$ cat src/rtl/spi_pkg.sv
// spi_pkg: shared state encoding and default word parameters for the SPI slave shifter
package spi_pkg;
  typedef enum logic {IDLE, ACTIVE} state_t;
  localparam int DATA_W_DEF = 8;
  localparam int IDLE_WORD_DEF = 'hFF;
endpackage

$ cat src/rtl/spi_tx_holding_buf.sv
// spi_tx_holding_buf: single-entry tx word register; accepts on tx_valid&tx_ready, emptied by pop, same-cycle pop+accept keeps the new word
module spi_tx_holding_buf #(
  parameter int DATA_W = 8
) (
  input  logic              clk,
  input  logic              reset,
  input  logic [DATA_W-1:0] tx_data,
  input  logic              tx_valid,
  output logic              tx_ready,
  input  logic              pop,
  output logic [DATA_W-1:0] buf_data,
  output logic              buf_full
);
  logic accept;
  assign tx_ready = ~buf_full;
  assign accept = tx_valid & tx_ready;
  always_ff @(posedge clk) begin
    if (reset) begin
      buf_full <= 1'b0;
      buf_data <= '0;
    end else begin
      buf_full <= accept ? 1'b1 : pop ? 1'b0 : buf_full;
      buf_data <= accept ? tx_data : buf_data;
    end
  end
endmodule

$ cat src/rtl/spi_slave_shifter.sv
// spi_slave_shifter: mode-0 SPI slave shifter on clk-domain sck/cs edge pulses; mosi->rx_data/rx_valid, tx_data/tx_valid/tx_ready->miso/miso_oe, tx_underrun/frame_abort status pulses
module spi_slave_shifter
  import spi_pkg::*;
#(
  parameter int DATA_W = DATA_W_DEF,
  parameter bit MSB_FIRST = 1'b1,
  parameter logic [DATA_W-1:0] IDLE_WORD = DATA_W'(IDLE_WORD_DEF)
) (
  input  logic              clk,
  input  logic              reset,
  input  logic              sck_rise,
  input  logic              sck_fall,
  input  logic              cs_fall,
  input  logic              cs_rise,
  input  logic              mosi,
  output logic              miso,
  output logic              miso_oe,
  input  logic [DATA_W-1:0] tx_data,
  input  logic              tx_valid,
  output logic              tx_ready,
  output logic [DATA_W-1:0] rx_data,
  output logic              rx_valid,
  output logic              tx_underrun,
  output logic              frame_abort
);
  localparam int CW = $clog2(DATA_W);
  state_t state, state_n;
  logic [CW-1:0] bit_cnt;
  logic [DATA_W-1:0] rx_shift, tx_shift, rx_next, tx_next, buf_data, load_word;
  logic reload_pending, buf_full, active, cs_evt, rise, fall, load, shift, last_bit;
  spi_tx_holding_buf #(.DATA_W(DATA_W)) u_buf (
    .clk(clk),
    .reset(reset),
    .tx_data(tx_data),
    .tx_valid(tx_valid),
    .tx_ready(tx_ready),
    .pop(load),
    .buf_data(buf_data),
    .buf_full(buf_full)
  );
  always_comb begin
    state_n = state;
    state_n = cs_rise ? IDLE : cs_fall ? ACTIVE : state;
  end
  always_ff @(posedge clk) begin
    if (reset) state <= IDLE;
    else state <= state_n;
  end
  assign active = state == ACTIVE;
  assign cs_evt = cs_rise | cs_fall;
  assign rise = active & sck_rise & ~sck_fall & ~cs_evt;
  assign fall = active & sck_fall & ~sck_rise & ~cs_evt;
  assign load = (cs_fall & ~cs_rise) | (fall & reload_pending);
  assign shift = fall & ~reload_pending;
  assign last_bit = bit_cnt == CW'(DATA_W - 1);
  assign load_word = buf_full ? buf_data : IDLE_WORD;
  assign rx_next = MSB_FIRST ? {rx_shift[DATA_W-2:0], mosi} : {mosi, rx_shift[DATA_W-1:1]};
  assign tx_next = load ? load_word : MSB_FIRST ? tx_shift << 1 : tx_shift >> 1;
  assign miso = active & (MSB_FIRST ? tx_shift[DATA_W-1] : tx_shift[0]);
  assign miso_oe = active;
  always_ff @(posedge clk) begin
    if (reset) begin
      bit_cnt        <= '0;
      rx_shift       <= '0;
      tx_shift       <= '0;
      reload_pending <= 1'b0;
      rx_data        <= '0;
      rx_valid       <= 1'b0;
      tx_underrun    <= 1'b0;
      frame_abort    <= 1'b0;
    end else begin
      bit_cnt        <= cs_evt ? '0 : rise ? (last_bit ? '0 : bit_cnt + 1'b1) : bit_cnt;
      rx_shift       <= cs_evt ? '0 : rise ? rx_next : rx_shift;
      tx_shift       <= (load | shift) ? tx_next : tx_shift;
      reload_pending <= cs_evt ? 1'b0 : (rise & last_bit) ? 1'b1 : load ? 1'b0 : reload_pending;
      rx_data        <= (rise & last_bit) ? rx_next : rx_data;
      rx_valid       <= rise & last_bit;
      tx_underrun    <= load & ~buf_full;
      frame_abort    <= cs_rise & active & (bit_cnt != '0);
    end
  end
endmodule

$ cat config.mk
export PLATFORM = sky130hd
export DESIGN_NAME = spi_slave_shifter
export DESIGN_NICKNAME = d
export VERILOG_FILES = /design/src/rtl/spi_pkg.sv /design/src/rtl/spi_tx_holding_buf.sv /design/src/rtl/spi_slave_shifter.sv
export SDC_FILE = /design/constraint.sdc
export NUM_CORES = 1
export LEC_CHECK = 0
export CORE_MARGIN = 10
export CORE_UTILIZATION = 55
export DETAILED_ROUTE_END_ITERATION = 10
export PLACE_DENSITY = 0.9
export SETUP_SLACK_MARGIN = 0.2
export SLEW_MARGIN = 40
export SYNTH_ARGS = -nofsm -noshare
export SYNTH_HDL_FRONTEND = slang
export SYNTH_SLANG_ARGS = --single-unit
$ cat constraint.sdc
create_clock -name clk -period 2.6 [get_ports clk]
set_input_delay 0.52 -clock clk [delete_from_list [all_inputs] [get_ports clk]]
set_output_delay 0.52 -clock clk [all_outputs]
set_load 0.03 [all_outputs]
==> flow_summary.yaml <==
run_status:
  status: "completed"
route:
  wirelength_um: 3810
  drc: 0
  drtAntennaViolNets: 0
  avgRoutedWirePerCell_um: 14.3
  vias: 1527
  vias_per_cell: 5.74
  dr.pass1.iters: 4
  drtIter0Drc: 91
grt:
  grt_util_met1: 0.159
  grt_pass1_vias: 1390
  grtUsageMet3: 0.0495
  track_usage: 0.130
  grt_antenna_before_repair: 0
  grt_max_degree: 16
  grt_pass1_wl_um: 6420
  grt_overflow_total: 0
  busiest_layer: "met2"
  grt_use_met2: 0.200
cts:
  clock_path_buffers: 2
  cts_resized: 0
  clock_latency_ns: 0.35
  numCtsBuffers: 5
  clk_pin_slew_ns: 0.11
  cts_sinks: 40
  htree_num_levels: 2
  cts_setup_buffers: 0
  cts_tree: "yes"
  cts-root-buf: "clkbuf_4"
  hold_buffers: 0
worst_setup_path:
  rr_worst_depth: 4
  cpMaxStageDelayCell: "clkdlybuf4s50_1"
  r2r_slack_ns: 1.00
  cp_max_fo: 15
  critPathKind: "flop to primary output"
  reg2reg_from: "bit_cnt[0]"
  start_kind: "flop"
  crit_path_end: "miso_oe"
  r2r-end: "rx_data[4]"
  max_stage_delay_ns: 0.70
  crit_path_end_kind: "primary output"
  cp_data_required_time_ns: 2.08
  path_cells: "buf_4, clkdlybuf4s50_1"
  path_buf_inv: 2
  arrival_ns: 1.68
  crit_family: "buffers and inverters"
  cp.depth: 2
  crit_start: "miso_oe"
timing:
  timing.hold.ws_ns: 0.481
  hold_violations: 0
  slew-limit-headroom: 0.665
  slew_violations: 0
  fin_setup_tns_ns: 0
  post-route-min-period_ns: 2.20
  rsz0062_at_grt: "no"
  setup_viol: 0
  tightestPinTransition_ns: 0.501
  min_period_over_period: 0.847
  max_clock_freq_mhz: 454
  fin_skew_ns: 0.00481
floorplanning:
  ios: 30
  die_area_mm2: 0.00582
  num_rows: 20
  start_util: 0.571
  die_h_um: 76.3
  die_w_um: 76.3
  core_area_mm2: 0.00305
final_layout:
  area_delta_synth_final_pct: 23.4
  final_common_cell: "dfxtp_1"
  layout_common_cells: "dfxtp_1 (40), clkdlybuf4s50_1 (29), inv_1 (15), nor2_1 (13)"
  diodes: 0
  drive_above_1_share: 0.126
  num-nets-final: 241
synthesis:
  synth-async-reset-ratio: 0
  seq_area_frac_synth: 0.459
  synth.distinct_cells: 33
  mappedNetlistArea_mm2: 0.00174
  yosys_register_bits: 40
  syn-mean-instance-area_um2: 9.08
  netlist_instances: 192
  synth_top_area_share: 0.459
  synth_area_leaders: "dfxtp_1 (46%), mux2i_1 (4.6%), a311oi_1 (4.0%)"
  synth-main-ff-cell: "dfxtp_1"
  syn-num-nets: 211
  synth_warnings: 0
  synth_edf_count: 0
  synth_top_cell_by_area: "dfxtp_1"
pwr:
  power_density_mw_per_mm2: 513
  leakage_nw: 0.761
  ir_drop_mv: 0.394
worst_hold_path:
  hp-class: "flop to flop"
placed_design:
  gp_congestion: 0.808
  io_buffer_count: 29
  dp_hpwl_um: 2810
job:
  maxCapViolCount: 0
through the flow:
step | util | setup slack, ns | instances | total power [mW] | cell area [um^2]
6_report | 0.705 | 0.397 | 266 | 1.10 | 2150
4_1_cts | 0.705 | 0.369 | 266 | 1.11 | 2150
5_1_grt | 0.705 | 0.340 | 266 | 1.15 | 2150
3_3_place_gp | 0.684 | 0.295 | 259 | 0.770 | 2090
3_5_place_dp | 0.684 | 0.231 | 259 | 0.773 | 2090
2_1_floorplan | - | 0.874 | 192 | 0.723 | 1740
worst min path at each step:
stage                       end  slack [ns]   startpoint  cells past startpoint
CTS                 tx_shift[7]        0.48  tx_shift[7]                      2
detailed placement  tx_shift[7]        0.46  tx_shift[7]                      2
finish              tx_shift[7]        0.48  tx_shift[7]                      2
global placement    tx_shift[0]        0.46  tx_shift[0]                      2
floorplan           tx_shift[0]        0.44  tx_shift[0]                      2
global route        tx_shift[1]        0.49  tx_shift[1]                      2
synth_stat cells (2+ instances only):
| library cell | number |
|---|---|
| nor3_1 | 8 |
| inv_1 | 15 |
| nor2_1 | 13 |
| dfxtp_1 | 40 |
| a21oi_1 | 12 |
| a211oi_1 | 7 |
| buf_6 | 2 |
| ha_1 | 3 |
| mux2i_1 | 8 |
| nor2b_1 | 2 |
| o21ai_0 | 10 |
| nand3_1 | 12 |
| nand2_1 | 8 |
| buf_2 | 2 |
| a31o_2 | 8 |
| a311oi_1 | 8 |
| o32ai_1 | 7 |
| clkbuf_1 | 12 |
state kept, by name (all words and copies together) (netlist names):
name / count
u_buf.buf_full: 1
bit_cnt: 3
frame_abort: 1
rx_valid: 1
tx_shift: 8
rx_data: 8
rx_shift: 7
u_buf.buf_data: 8
reload_pending: 1
miso_oe: 1
tx_underrun: 1
layout make-up:
type / instances / area [um^2]
clock buffers: 7 / 65.1
multi-input cells: 120 / 806
inverters: 16 / 60.1
fillers: 247 / 901
flip-flops and latches: 40 / 801
repair buffers: 39 / 365
well taps: 44 / 55.1
logic make-up (layout without fill, tap and decap cells):
| logic type | count (synthesis) | in the layout | share of synthesized area |
|---|---|---|---|
| simple gates | 53 | 53 | 0.166 |
| buf+inv | 32 | 62 | 0.0789 |
| compound gates | 56 | 56 | 0.228 |
| fa+ha+maj | 3 | 3 | 0.0215 |
| flops | 40 | 40 | 0.459 |
| mux | 8 | 8 | 0.0459 |
worst min-delay path, stage by stage, from the launching register on:
cell and delay [ns]:
dfxtp_1 0.32, nand2_1 0.05, o32ai_1 0.07
layer usage:
layer	routed length, um	vias up	share of wire
li1	-	760	-
met1	1780	708	0.47
met2	1670	51	0.44
met3	282	8	0.074
met4	70	0	0.018
met5	0	-	0
power by group:
part           switching, mW  leakage (nW)  internal [mW]
Combinational         0.0645         0.399         0.0571
Clock                  0.192        0.0374          0.153
Sequential           0.00915         0.325          0.628
Total                  0.266         0.761          0.839
Note: power is estimated with default switching activity, not from simulation.
